**src/rtl/iloveyou_tx.sv**
```systemverilog
// -----------------------------------------------------------------------------
// iloveyou_tx
//
// Transmit side of the "I Love You" character checker. A start request makes
// the block send the 11-byte ASCII message "I Love You!" one byte per
// valid/ready transfer. The message is repeated repeat_n times (0 counts as 1).
// Letters are also steered onto cap_flow / low_flow so that the checker input
// bus can be driven directly from this block.
//
// Parameters
//   GAP       idle cycles (tx_valid low) inserted after every accepted byte
//   REPEAT_W  width of repeat_n; up to 2**REPEAT_W-1 messages per start
//
// Ports
//   clk       in   1         single clock, all logic on posedge
//   rst       in   1         synchronous reset, active-high
//   start     in   1         transmit request, only looked at in IDLE
//   repeat_n  in   REPEAT_W  number of messages, latched together with start
//   abort     in   1         synchronous abort, returns to IDLE without done
//   tx_ready  in   1         sink ready
//   tx_valid  out  1         tx_data holds a valid byte
//   tx_data   out  8         ASCII byte
//   cap_flow  out  8         tx_data when it is an uppercase letter, else 0
//   low_flow  out  8         tx_data when it is a lowercase letter, else 0
//   tx_eom    out  1         marks every '!' byte (end of one message)
//   tx_last   out  1         marks the '!' of the final repetition only
//   busy      out  1         high while a transmission is in progress
//   done      out  1         one-cycle pulse after the final byte is accepted
//
// Every output is a flop. The output flops are loaded from the *next* state,
// index and repeat count, so they always line up with the state register.
// -----------------------------------------------------------------------------
module iloveyou_tx #(
    parameter int GAP      = 0,
    parameter int REPEAT_W = 4
) (
    input  logic                clk,
    input  logic                rst,
    input  logic                start,
    input  logic [REPEAT_W-1:0] repeat_n,
    input  logic                abort,
    input  logic                tx_ready,
    output logic                tx_valid,
    output logic [7:0]          tx_data,
    output logic [7:0]          cap_flow,
    output logic [7:0]          low_flow,
    output logic                tx_eom,
    output logic                tx_last,
    output logic                busy,
    output logic                done
);

    typedef enum logic [1:0] {
        S_IDLE = 2'd0,
        S_SEND = 2'd1,
        S_GAP  = 2'd2,
        S_DONE = 2'd3
    } state_t;

    // Gap counter is loaded with GAP-1 and counts down to zero, giving exactly
    // GAP idle cycles. A one-bit counter is kept even when GAP is 0 or 1.
    localparam int                GAP_W    = (GAP > 1) ? $clog2(GAP) : 1;
    localparam logic [GAP_W-1:0]  GAP_LOAD = (GAP > 0) ? GAP_W'(GAP - 1) : '0;
    localparam logic [3:0]        LAST_IDX = 4'd10;
    localparam logic [REPEAT_W-1:0] REP_ONE = REPEAT_W'(1);

    // Message ROM: "I Love You!"
    function automatic logic [7:0] msg_rom(input logic [3:0] i);
        logic [7:0] b;
        case (i)
            4'd0:    b = 8'h49;  // I
            4'd1:    b = 8'h20;  // space
            4'd2:    b = 8'h4C;  // L
            4'd3:    b = 8'h6F;  // o
            4'd4:    b = 8'h76;  // v
            4'd5:    b = 8'h65;  // e
            4'd6:    b = 8'h20;  // space
            4'd7:    b = 8'h59;  // Y
            4'd8:    b = 8'h6F;  // o
            4'd9:    b = 8'h75;  // u
            4'd10:   b = 8'h21;  // !
            default: b = 8'h00;
        endcase
        return b;
    endfunction

    function automatic logic is_upper(input logic [7:0] b);
        return (b >= 8'h41) && (b <= 8'h5A);
    endfunction

    function automatic logic is_lower(input logic [7:0] b);
        return (b >= 8'h61) && (b <= 8'h7A);
    endfunction

    state_t              state_q, state_d;
    logic [3:0]          idx_q, idx_d;
    logic [REPEAT_W-1:0] rep_q, rep_d;
    logic [GAP_W-1:0]    gap_q, gap_d;

    logic                valid_d;
    logic [7:0]          data_d;
    logic [7:0]          cap_d;
    logic [7:0]          low_d;
    logic                eom_d;
    logic                last_d;
    logic                busy_d;
    logic                done_d;

    logic                end_of_msg;
    logic                final_byte;

    // State, counters and output registers
    always_ff @(posedge clk) begin
        if (rst) begin
            state_q  <= S_IDLE;
            idx_q    <= '0;
            rep_q    <= '0;
            gap_q    <= '0;
            tx_valid <= 1'b0;
            tx_data  <= '0;
            cap_flow <= '0;
            low_flow <= '0;
            tx_eom   <= 1'b0;
            tx_last  <= 1'b0;
            busy     <= 1'b0;
            done     <= 1'b0;
        end else begin
            state_q  <= state_d;
            idx_q    <= idx_d;
            rep_q    <= rep_d;
            gap_q    <= gap_d;
            tx_valid <= valid_d;
            tx_data  <= data_d;
            cap_flow <= cap_d;
            low_flow <= low_d;
            tx_eom   <= eom_d;
            tx_last  <= last_d;
            busy     <= busy_d;
            done     <= done_d;
        end
    end

    assign end_of_msg = (idx_q == LAST_IDX);
    assign final_byte = end_of_msg && (rep_q == REP_ONE);

    // Next-state logic. Abort outranks everything, including a transfer on
    // the same edge and a start request in IDLE.
    always_comb begin
        state_d = state_q;
        idx_d   = idx_q;
        rep_d   = rep_q;
        gap_d   = gap_q;

        if (abort) begin
            state_d = S_IDLE;
            idx_d   = '0;
            rep_d   = '0;
            gap_d   = '0;
        end else begin
            case (state_q)
                S_IDLE: begin
                    if (start) begin
                        state_d = S_SEND;
                        idx_d   = '0;
                        rep_d   = (repeat_n == '0) ? REP_ONE : repeat_n;
                    end
                end

                S_SEND: begin
                    // tx_valid is always high in SEND, so ready alone means
                    // the current byte is transferred at this edge.
                    if (tx_ready) begin
                        if (end_of_msg) begin
                            idx_d = '0;
                            rep_d = rep_q - REP_ONE;
                        end else begin
                            idx_d = idx_q + 4'd1;
                        end

                        // The final '!' goes straight to DONE, no gap.
                        if (final_byte) begin
                            state_d = S_DONE;
                        end else if (GAP > 0) begin
                            state_d = S_GAP;
                            gap_d   = GAP_LOAD;
                        end else begin
                            state_d = S_SEND;
                        end
                    end
                end

                S_GAP: begin
                    if (gap_q == '0) begin
                        state_d = S_SEND;
                    end else begin
                        gap_d = gap_q - 1'b1;
                    end
                end

                S_DONE: begin
                    state_d = S_IDLE;
                end

                default: begin
                    state_d = S_IDLE;
                end
            endcase
        end
    end

    // Output logic, evaluated on the next state so the registered outputs
    // show the byte belonging to the state being entered.
    always_comb begin
        valid_d = (state_d == S_SEND);
        data_d  = valid_d ? msg_rom(idx_d) : 8'h00;
        cap_d   = is_upper(data_d) ? data_d : 8'h00;
        low_d   = is_lower(data_d) ? data_d : 8'h00;
        eom_d   = valid_d && (idx_d == LAST_IDX);
        last_d  = eom_d && (rep_d == REP_ONE);
        busy_d  = (state_d == S_SEND) || (state_d == S_GAP);
        done_d  = (state_d == S_DONE);
    end

endmodule

```
**config.mk**
```make
export PLATFORM = sky130hd
export DESIGN_NAME = iloveyou_tx
export DESIGN_NICKNAME = d
export VERILOG_FILES = /design/src/rtl/iloveyou_tx.sv
export SDC_FILE = /design/constraint.sdc
export NUM_CORES = 1
export LEC_CHECK = 0
export CORE_ASPECT_RATIO = 0.7
export CORE_MARGIN = 2
export CORE_UTILIZATION = 47
export CTS_CLUSTER_SIZE = 16
export DETAILED_ROUTE_END_ITERATION = 8
export GPL_TIMING_DRIVEN = 0
export PLACE_DENSITY_LB_ADDON = 0.25
export SYNTH_ARGS = -nofsm -noshare
export SYNTH_HDL_FRONTEND = slang
export SYNTH_SLANG_ARGS = --single-unit
```
**constraint.sdc**
```tcl
create_clock -name clk -period 2.95 [get_ports clk]
set_input_delay 0.4425 -clock clk [delete_from_list [all_inputs] [get_ports clk]]
set_output_delay 0.4425 -clock clk [all_outputs]
set_load 0.03 [all_outputs]
```
# After elaboration in Yosys (flattened, before gate mapping)
# Memory sizes are Yosys's and may differ from the RTL's.
# Cells that the tools add are included.
dict set report totals {
  register_bits 40
  rom_bits 112
  inputBits 9
  elab_cells 62
  memories 1
}
# memory words word_bits read_ports rd_ports_with_merged_regs wr line_no
set memory_table {}
lappend memory_table {{(no name shown)} 16 7 1 0 0 70} ;# case (i)
dict set report op_classes {
  addsub 3
  n_lt_le_gt_ge 4
  eq_ne 10
  n_mux 19
  bitwise 2
  reduce_logical 11
}
# cell n
set op_table {}
lappend op_table {{4-bit 2-to-1 mux} 9}
lappend op_table {{8-bit by 7-bit >= comparator with 1-bit output (second input constant)} 2}
lappend op_table {{8-bit by 7-bit less-or-equal comparator with 1-bit output (second input constant)} 2}
lappend op_table {{4-bit case mux with 2 select lines} 2}
lappend op_table {{2-bit 2-to-1 mux} 5}
lappend op_table {{2-bit == test (second input constant)} 4}
lappend op_table {{4-bit by 1-bit == test with 1-bit output (second input constant)} 2}
lappend op_table {{4-bit == test (second input constant)} 2}
lappend op_table {{8-bit 2-to-1 mux} 1}
lappend op_table {{2-bit case mux with 4 select lines} 1}
lappend op_table {{2-bit OR reduction} 3}
lappend op_table {{1-bit logical AND} 5}
lappend op_table {{4-bit by 1-bit adder with 4-bit output (second input constant)} 1}
lappend op_table {{2-bit by 1-bit == test with 1-bit output (second input constant)} 2}
lappend op_table {{4-bit logical NOT} 1}
lappend op_table {{4-bit by 1-bit subtractor with 4-bit output (second input constant)} 1}
lappend op_table {{2-bit logical NOT} 1}
lappend op_table {{1-bit inverter} 2}
lappend op_table {{1-bit logical OR} 1}
lappend op_table {{1-bit 2-to-1 mux} 1}
lappend op_table {{1-bit subtractor (second input constant)} 1}

# Longest topological paths before layout
# Gate-level depths: netlist of run 1.
dict set report depth {
  word_depth 12
  ltp_mapped 16
  ltp_nobuf 14
}

# Worst setup path after synthesis of run 1
# No wires, ideal clock.
dict set report synth_timing {
  kind {flip-flop to flip-flop}
  start {register state_q[0]}
  end {register low_flow[5]}
  setup_ns 0.131
  arrival_time_ns 2.593
  required_ns 2.819
  setup_slack_ns 0.226
  path_stages_with_launch 15
  synth_period_minus_slack_ns 2.724
  cell_sequence {dfxtp_1 > inv_1 > ha_1 > buf_6 > mux2i_4 > o21ai_0 > o21a_1 > or2_2 > inv_1 > ha_1 > nor2b_1 > a221oi_2 > o21ai_0 > o211a_1 > a21oi_1}
}
dict set report synth_between {
  elab_chain_len 9
  word_cells_on_any_way 19
  classes_between {2 x order compare; 4 x eq/ne; 8 x mux; 1 x bitwise; 3 x reduce/logical; 1 x memory}
}
# element line_no
set synth_lines {}
lappend synth_lines {{start, declared} 95} ;# state_t state_q, state_d;
lappend synth_lines {{start signal, assigned} 128} ;# state_q <= state_d;
lappend synth_lines {{2-bit by 1-bit == test with 1-bit output / 2-bit logical NOT (equally long branches)} 160} ;# case (state_q)
lappend synth_lines {{4-bit case mux with 2 select lines *} 160}
lappend synth_lines {{4-bit 2-to-1 mux *} 154} ;# if (abort) begin
lappend synth_lines {{via idx_d[0]} 96} ;# logic [3:0] idx_q, idx_d;
lappend synth_lines {{memory 16 x 7 bit *} n/a}
lappend synth_lines {{8-bit 2-to-1 mux *} 215} ;# data_d = valid_d ? msg_rom(idx_d) : 8'h00;
lappend synth_lines {{8-bit by 7-bit >= comparator with 1-bit output / 8-bit by 7-bit less-or-equal comparator with 1-bit output (equally long branches)} 92} ;# return (b >= 8'h61) && (b <= 8'h7A);
lappend synth_lines {{1-bit logical AND} 92}
lappend synth_lines {{1-bit inverter (no source line)} n/a}
lappend synth_lines {{2-bit OR reduction (no source line)} n/a}
lappend synth_lines {{end signal, assigned} 135} ;# low_flow <= low_d;
lappend synth_lines {{end, declared} 46} ;# output logic [7:0] low_flow,
# Mark *: on every way through the listed nets, which the timed path passes. The rest lies on a longest branch.
# A chain may end at the register's enable or synchronous reset.

# Final worst setup path of run 1
dict set report layout_timing {
  start {input abort}
  end {register low_flow[2]}
}
dict set report layout_between {
  elab_chain_len 7
  word_cells_on_any_way 10
  classes_between {2 x order compare; 1 x eq/ne; 3 x mux; 1 x bitwise; 2 x reduce/logical; 1 x memory}
}
# element line_no
set layout_lines {}
lappend layout_lines {{start, declared} 41} ;# input logic abort,
lappend layout_lines {{2-bit 2-to-1 mux *} 154}
lappend layout_lines {{2-bit by 1-bit == test with 1-bit output *} 214} ;# valid_d = (state_d == S_SEND);
lappend layout_lines {{via valid_d} 100} ;# logic valid_d;
lappend layout_lines {{8-bit 2-to-1 mux *} 215}
lappend layout_lines {{8-bit by 7-bit >= comparator with 1-bit output / 8-bit by 7-bit less-or-equal comparator with 1-bit output (equally long branches)} 92}
lappend layout_lines {{1-bit logical AND} 92}
lappend layout_lines {{1-bit inverter (no source line)} n/a}
lappend layout_lines {{2-bit OR reduction (no source line)} n/a}
# Marks and branches as above.

==> results of run 1 <==
[worst reg2reg max path: stages (launching register included)]
cell and delay, ps:
dfxtp_2 350, inv_1 60, ha_2 190, buf_6 140
inv_2 90, mux2i_1 220, a211oi_1 70, o21ai_1 150
ha_1 210, buf_6 140, nand2_1 120, or3_1 390
o32ai_4 220, o211ai_2 130, buf_4 180, a21oi_1 130
[routing by layer]
layer,part of all wire,GRT usage,routed length [µm]
met1,0.47,0.316,2370
met2,0.45,0.308,2240
met3,0.066,0.0598,328
met4,0.013,0.0643,65
met5,0,0,0
[per-stage QoR]
step	setup TNS (ps)	hold WS, ps
floorplan	0	574
global placement	-3760	637
detailed placement	-4180	646
CTS	0	537
global route	-594	587
finish	0	543
[power breakdown]
| part | leakage, nW | internal, mW | switching [mW] |
|---|---|---|---|
| clock network | 0.0541 | 0.250 | 0.185 |
| registers | 0.293 | 0.497 | 0.00557 |
| logic | 0.679 | 0.0703 | 0.0984 |
[path summary, 6_finish.rpt]
kind | from | endpoint | slack, ps | cells after the start
hold / removal | rst | rep_q[3] | 540 | 2
setup / recovery | abort | low_flow[2] | 70 | 12
hold reg to reg | rep_q[2] | tx_last | 650 | 2
setup reg to reg | state_q[0] | low_flow[2] | 100 | 15
[kinds of logic (layout without fill, tap and decap cells)]
family | after synthesis | in the layout | share of synthesized area
AO/OA/AOI/OAI | 50 | 50 | 0.184
XOR/XNOR | 1 | 1 | 0.00437
adder cells (fa/ha/maj) | 16 | 16 | 0.0999
buffers and inverters | 28 | 74 | 0.0812
flip-flops | 36 | 36 | 0.360
multiplexers | 9 | 9 | 0.0593
other | 1 | 4 | 0.00187
AND/OR/NAND/NOR | 77 | 77 | 0.210
[sequential cells by signal, indices dropped and copies added (netlist names)]
| signal | cells |
|---|---|
| rep_q | 4 |
| state_q | 2 |
| tx_data | 7 |
| done | 1 |
| tx_eom | 1 |
| idx_q | 4 |
| low_flow | 7 |
| tx_valid | 1 |
| tx_last | 1 |
| cap_flow | 7 |
| busy | 1 |
[final cells by class]
type	instances	area, µm²	area share
well taps	52	65.1	0.0245
inverters	15	58.8	0.0222
clock inverters	3	42.5	0.0160
multi-input cells	157	1220	0.460
repair buffers	38	363	0.137
plain buffers	13	110	0.0415
clock buffers	5	68.8	0.0260
flip-flops and latches	36	723	0.273
[cell usage in the layout (no fill, tap or decap), types with 4 or more instances in the layout]
cell type / count
o21ai_0: 6
dfxtp_1: 34
buf_6: 6
conb_1: 4
nand3_1: 6
a21oi_1: 15
inv_1: 12
clkbuf_8: 5
nand2_1: 15
nor2_1: 16
clkdlybuf4s50_1: 31
buf_4: 10
nor3_1: 8
nor2b_1: 5
ha_1: 12
[what timing repair did]
action                                  CTS  global route
gates resized for setup                   9            21
endpoints found under the setup margin   14            14
setup buffers                             4             3
pin swaps                                 3             4
==> summary.md, run 1 <==
| Metric | Value |
|---|---|
| Cell chain of the critical path | clkdlybuf4s50_1, clkbuf_4, a211oi_1, o21ai_1, ha_1, buf_6, nand2_1, or3_1, o32ai_4, o211ai_2, buf_4, a21oi_1 |
| Period utilization | 0.976 |
| Number of synthesized flops with an enable pin | 0 |
| Final setup vio count | 0 |
| Overall routed net length | between 5000 and 6000 µm |
| # Max-Cap Violations | 0 |
| Outcome | finished clean |
| LEAKAGE | 1.03 nW |
| Slowest CP cell | clkdlybuf4s50_1 |
| Clock Latency Late Sink | approximately 300 ps |
| N_diodes | 0 |
| Final HPWL DP | 3420 µm |
| Hold_buf cts | 0 |
| Global placer's final weighted congestion | 0.930 |
| Largest area contributor in the netlist | dfxtp_1 |
| Worst setup path class | primary input to register |
| Cells after Synth | roughly 220 |
| Top cells by area, synth | dfxtp_1, ha_1, a21oi_1 |
| Number of port buffers | 31 |
| Num CTS Buffers | 5 |
| Final instance area | approximately 2700 µm² |
| GRT overflow | 0 |
| List of most frequent post-synthesis cells | dfxtp_1, nor2_1, ha_1 |
| WL/cell | 15.7 µm |
| Mapped cell area | 2000 µm² |
| CP peak stage delay | 640 ps |
| Final clock skew | ~3 ps |
| Seq/Total Area, Yosys | 0.360 |
| Top FF cell, synth | dfxtp_1 |
| Vias | ~1800 |
| CTS H-tree depth | 2 |
| DIE WIDTH | between 80 and 90 µm |
| Buffer and inverter count on the worst path | 4 |
| Filler cell count | 330 |
| Clk sinks | 36 |
| Slew @ Worst Pin | about 530 ps |
| Non-filler instance count after layout | between 300 and 400 |
| CTS root buffer | clkbuf_8 |
| Fin util | 0.664 |
| Async set-reset flop share out of synthesis | 0 |
| Core Region | 3990 µm² |
| Pwr dens | 417 nW/µm² |
| Clk slew on worst S/H paths | around 70 ps |
| Vias per inst | 5.61 |
| Pre-CTS setup slack | -330 ps |
| Largest net degree at the start of global routing | 13 |
| Dpl cells | 304 |
| Final hold vios | 0 |
| CP startpoint kind | primary input |
| Layout area overhead | 32.4% |
| YS warnings | 0 |
| Tot Pwr | approximately 1.1 mW |
| Worst Path Max Fanout | 10 |
| Worst path top cell family by delay | buffers and inverters |
| Gr usage total | 0.216 |
| Count leader, synth | dfxtp_1 |
| Starting density of the core | 0.502 |
| Vias in the first global route | ~1600 |
| Worst vdd ir | about 0.38 mV |
| Max clock buf depth | 2 |
| FF+latch count, synth | 36 |
| Post-Syn Area per Cell | between 9 and 10 µm² |
| Minimum clock period | about 2900 ps |
| Antenna Nets Post-Route | 0 |
| Die height | between 50 and 60 µm |
| Critical Path RT | roughly 3200 ps |
| Synth unique cells | 55 |
| Cell area after placement | between 2000 and 2500 µm² |
| First-pass GRT wire length | about 7700 µm |
| Antenna violations before repair | 0 |
| Pins Over Slew Limit | 0 |
| Critical path data arrival time | 3110 ps |
| Crit end category | register |
| Worst rel slew slack | 0.642 |
| Detailed Routing Iterations Pass 1 | 4 |
| Total die area | 4810 µm² |
| Fin nets | 291 |
| DRC Markers | 0 |
| Share of cells above drive strength 1 | 0.232 |
| Num rows | 19 |
| TritonCTS clock tree | built |
| DR iter-0 viols | between 100 and 150 |
| Post-synth top area share | 0.360 |
| HP Class | primary input to register |
| Fmax | approximately 350 MHz |
| Number of I/O pins | 38 |
| Worst setup margin | 70.3 ps |
No activity file was read; power rests on OpenSTA's default activity.
==> run 2, diff against run 1 <==
--- a/config.mk
+++ b/config.mk
@@ -12,6 +12,7 @@
 export DETAILED_ROUTE_END_ITERATION = 8
 export GPL_TIMING_DRIVEN = 0
 export PLACE_DENSITY_LB_ADDON = 0.25
+export REMOVE_ABC_BUFFERS = 1
 export SYNTH_ARGS = -nofsm -noshare
 export SYNTH_HDL_FRONTEND = slang
 export SYNTH_SLANG_ARGS = --single-unit
==> run 2 against run 1 <==
Against the previous run: sequential share of layout area up 0.78 points; cell count down 2.8%; flip-flop and latch count unchanged; die area unchanged; final area down 2.8%; worst hold slack better by 110 ps; clock power down 19%; register-to-register slack better by 40 ps; sequential power about the same; first-iteration DRC count up 4.1%; combinational power down 2%; critical endpoint is now cap_flow[6].
==> summary.md, run 2 (synthesis gave the netlist of run 1 again) <==
| Metric | Value |
|---|---|
| Outcome | finished clean |
| Worst setup margin | ~140 ps |
| Seq pwr share | 0.493 |
| Num CTS Buffers | 5 |
| Worst setup path class | register to register |
| Overall routed net length | roughly 4600 µm |
| Clk slew on worst S/H paths | about 80 ps |
| CTS H-tree depth | 2 |
| Critical path data arrival time | approximately 3000 ps |
| Clock Latency Late Sink | about 290 ps |
| Max clock buf depth | 2 |
| CP peak stage delay | roughly 350 ps |
| Die height | 58.6 µm |
| Vias per inst | about 5.5 |
| Combinational power share | 0.162 |
| Clk sinks | 36 |
| Fmax | ~360 MHz |
| Final hold vios | 0 |
| Cell Int Power | about 730 µW |
| Vias in the first global route | between 1500 and 2000 |
| Crit end category | register |
| Antenna violations before repair | 0 |
| N_diodes | 0 |
| Global placer's final weighted congestion | between 0.8 and 0.9 |
| Core Region | 3990 µm² |
| Number of port buffers | 34 |
| Period utilization | 0.952 |
| Largest net degree at the start of global routing | 19 |
| CP startpoint kind | register |
| Worst path top cell family by delay | compound AO/OA/AOI/OAI gates |
| Antenna Nets Post-Route | 0 |
| HP Class | register to register |
| DR iter-0 viols | between 100 and 150 |
| Final HPWL DP | about 3200 µm |
| Vias | ~1700 |
| GRT overflow | 0 |
| Worst Path Max Fanout | 7 |
| Gr usage total | 0.199 |
| Minimum clock period | around 2800 ps |
| Cell chain of the critical path | inv_1, ha_4, mux2i_4, o21ai_0, o21a_1, or2_4, inv_2, ha_1, nand3_1, a32o_1, o31ai_2, o211a_1, a21oi_1 |
| First-pass GRT wire length | ~7300 µm |
| Worst vdd ir | between 0.4 and 0.5 mV |
| CTS root buffer | clkbuf_8 |
| Met1 Wirelength | 2120 µm |
| Dpl cells | between 200 and 300 |
| LEAKAGE | approximately 1 nW |
| Non-filler instance count after layout | 310 |
| Met2 routed WL | about 2100 µm |
| Num rows | 19 |
| Critical Path RT | roughly 3100 ps |
| Total die area | ~4800 µm² |
| Fin Setup TNS | 0 ps |
| Fin nets | around 280 |
| Most common cell after layout, fill and taps aside | dfxtp_1 |
| DIE WIDTH | ~82 µm |
| Top routing layer in use | met4 |
| TritonCTS clock tree | built |
| Hold WS | approximately 650 ps |
| Buffer and inverter count on the worst path | 2 |
| Pwr dens | roughly 400 nW/µm² |
| Share of cells above drive strength 1 | 0.213 |
| Starting density of the core | 0.502 |
| Top Registers | cap_flow (7), low_flow (7), tx_data (7) |
| Clock Power Share | 0.345 |
| Layout area overhead | 28.7% |
| Psw | 289 µW |
| WL/cell | between 10 and 15 µm |
| Slew @ Worst Pin | ~730 ps |
| Final setup vio count | 0 |
| Final clock skew | between 3 and 4 ps |
| Number of I/O pins | 38 |
| Pre-CTS setup slack | -634 ps |
| DRC Markers | 0 |
| Worst rel slew slack | 0.513 |
| Most frequent cells in the layout | dfxtp_1, clkdlybuf4s50_1, nor2_1 |
| Met3 wire len | around 390 µm |
| Sw frac | 0.283 |
| Slowest CP cell | dfxtp_2 |
| Pins Over Slew Limit | 0 |
| # Max-Cap Violations | 0 |
| Detailed Routing Iterations Pass 1 | 4 |
[run 2: cell types whose count changed in the layout (fill, tap and decap cells not counted), moves of 2 or more]
cell,previous run,this run
buf_6,6,0
ha_4,2,4
dlygate4sd2_1,0,2
o21ai_1,3,1
buf_4,10,8
o21ai_0,6,8
[run 2: repair_timing]
| action | 4_1_cts | 5_1_grt |
|---|---|---|
| resized for setup | 14 | 17 |
| setup endpoints to repair | 15 | 14 |
| setup buffers | 2 | 6 |
| hold buffers | 0 | 0 |
| pin swaps | 1 | 7 |
[run 2: final cells by class]
type | count | area [µm²]
fillers | 319 | 1420
clock inverters | 3 | 18.8
well taps | 52 | 65.1
repair buffers | 42 | 400
inverters | 15 | 56.3
flip-flops and latches | 36 | 723
multi-input cells | 157 | 1240
clock buffers | 5 | 68.8
[run 2: power groups by stage]
stage	clock (mW)	combinational [mW]	sequential [mW]
floorplan	0	0.0717	0.529
global placement	0	0.139	0.514
detailed placement	0	0.140	0.514
CTS	0.359	0.148	0.503
global route	0.383	0.179	0.504
finish	0.352	0.165	0.503
[run 2: final timing paths]
check                                 from     endpoint  slack, ps  cells past startpoint
worst max register to register  state_q[0]  cap_flow[6]        140                     13
worst max-delay path            state_q[0]  cap_flow[6]        140                     13
worst min register to register    idx_q[1]     idx_q[1]        650                      3
worst min-delay path              idx_q[1]     idx_q[1]        650                      3
[run 2: per-layer routing]
| metal | global-route usage | vias up |
|---|---|---|
| met4 | 0.0429 | 0 |
| met3 | 0.0506 | 4 |
| met5 | 0 | - |
| met1 | 0.295 | 793 |
| li1 | - | 836 |
| met2 | 0.293 | 76 |
[run 2: stage by stage]
step	power, mW	cell area [µm²]	utilization
3_3_place_gp	0.653	2310	0.579
4_1_cts	1.01	2470	0.618
3_5_place_dp	0.654	2310	0.579
6_report	1.02	2580	0.645
2_1_floorplan	0.601	1910	-
5_1_grt	1.07	2580	0.645
[run 2: worst register-to-register path, stage by stage, from the launching register on]
cell and delay [ps]:
dfxtp_2 350, inv_1 90, ha_4 200, mux2i_4 270
o21ai_0 110, o21a_1 140, or2_4 280, inv_2 120
ha_1 200, nand3_1 80, a32o_1 330, o31ai_2 250
o211a_1 220, a21oi_1 50
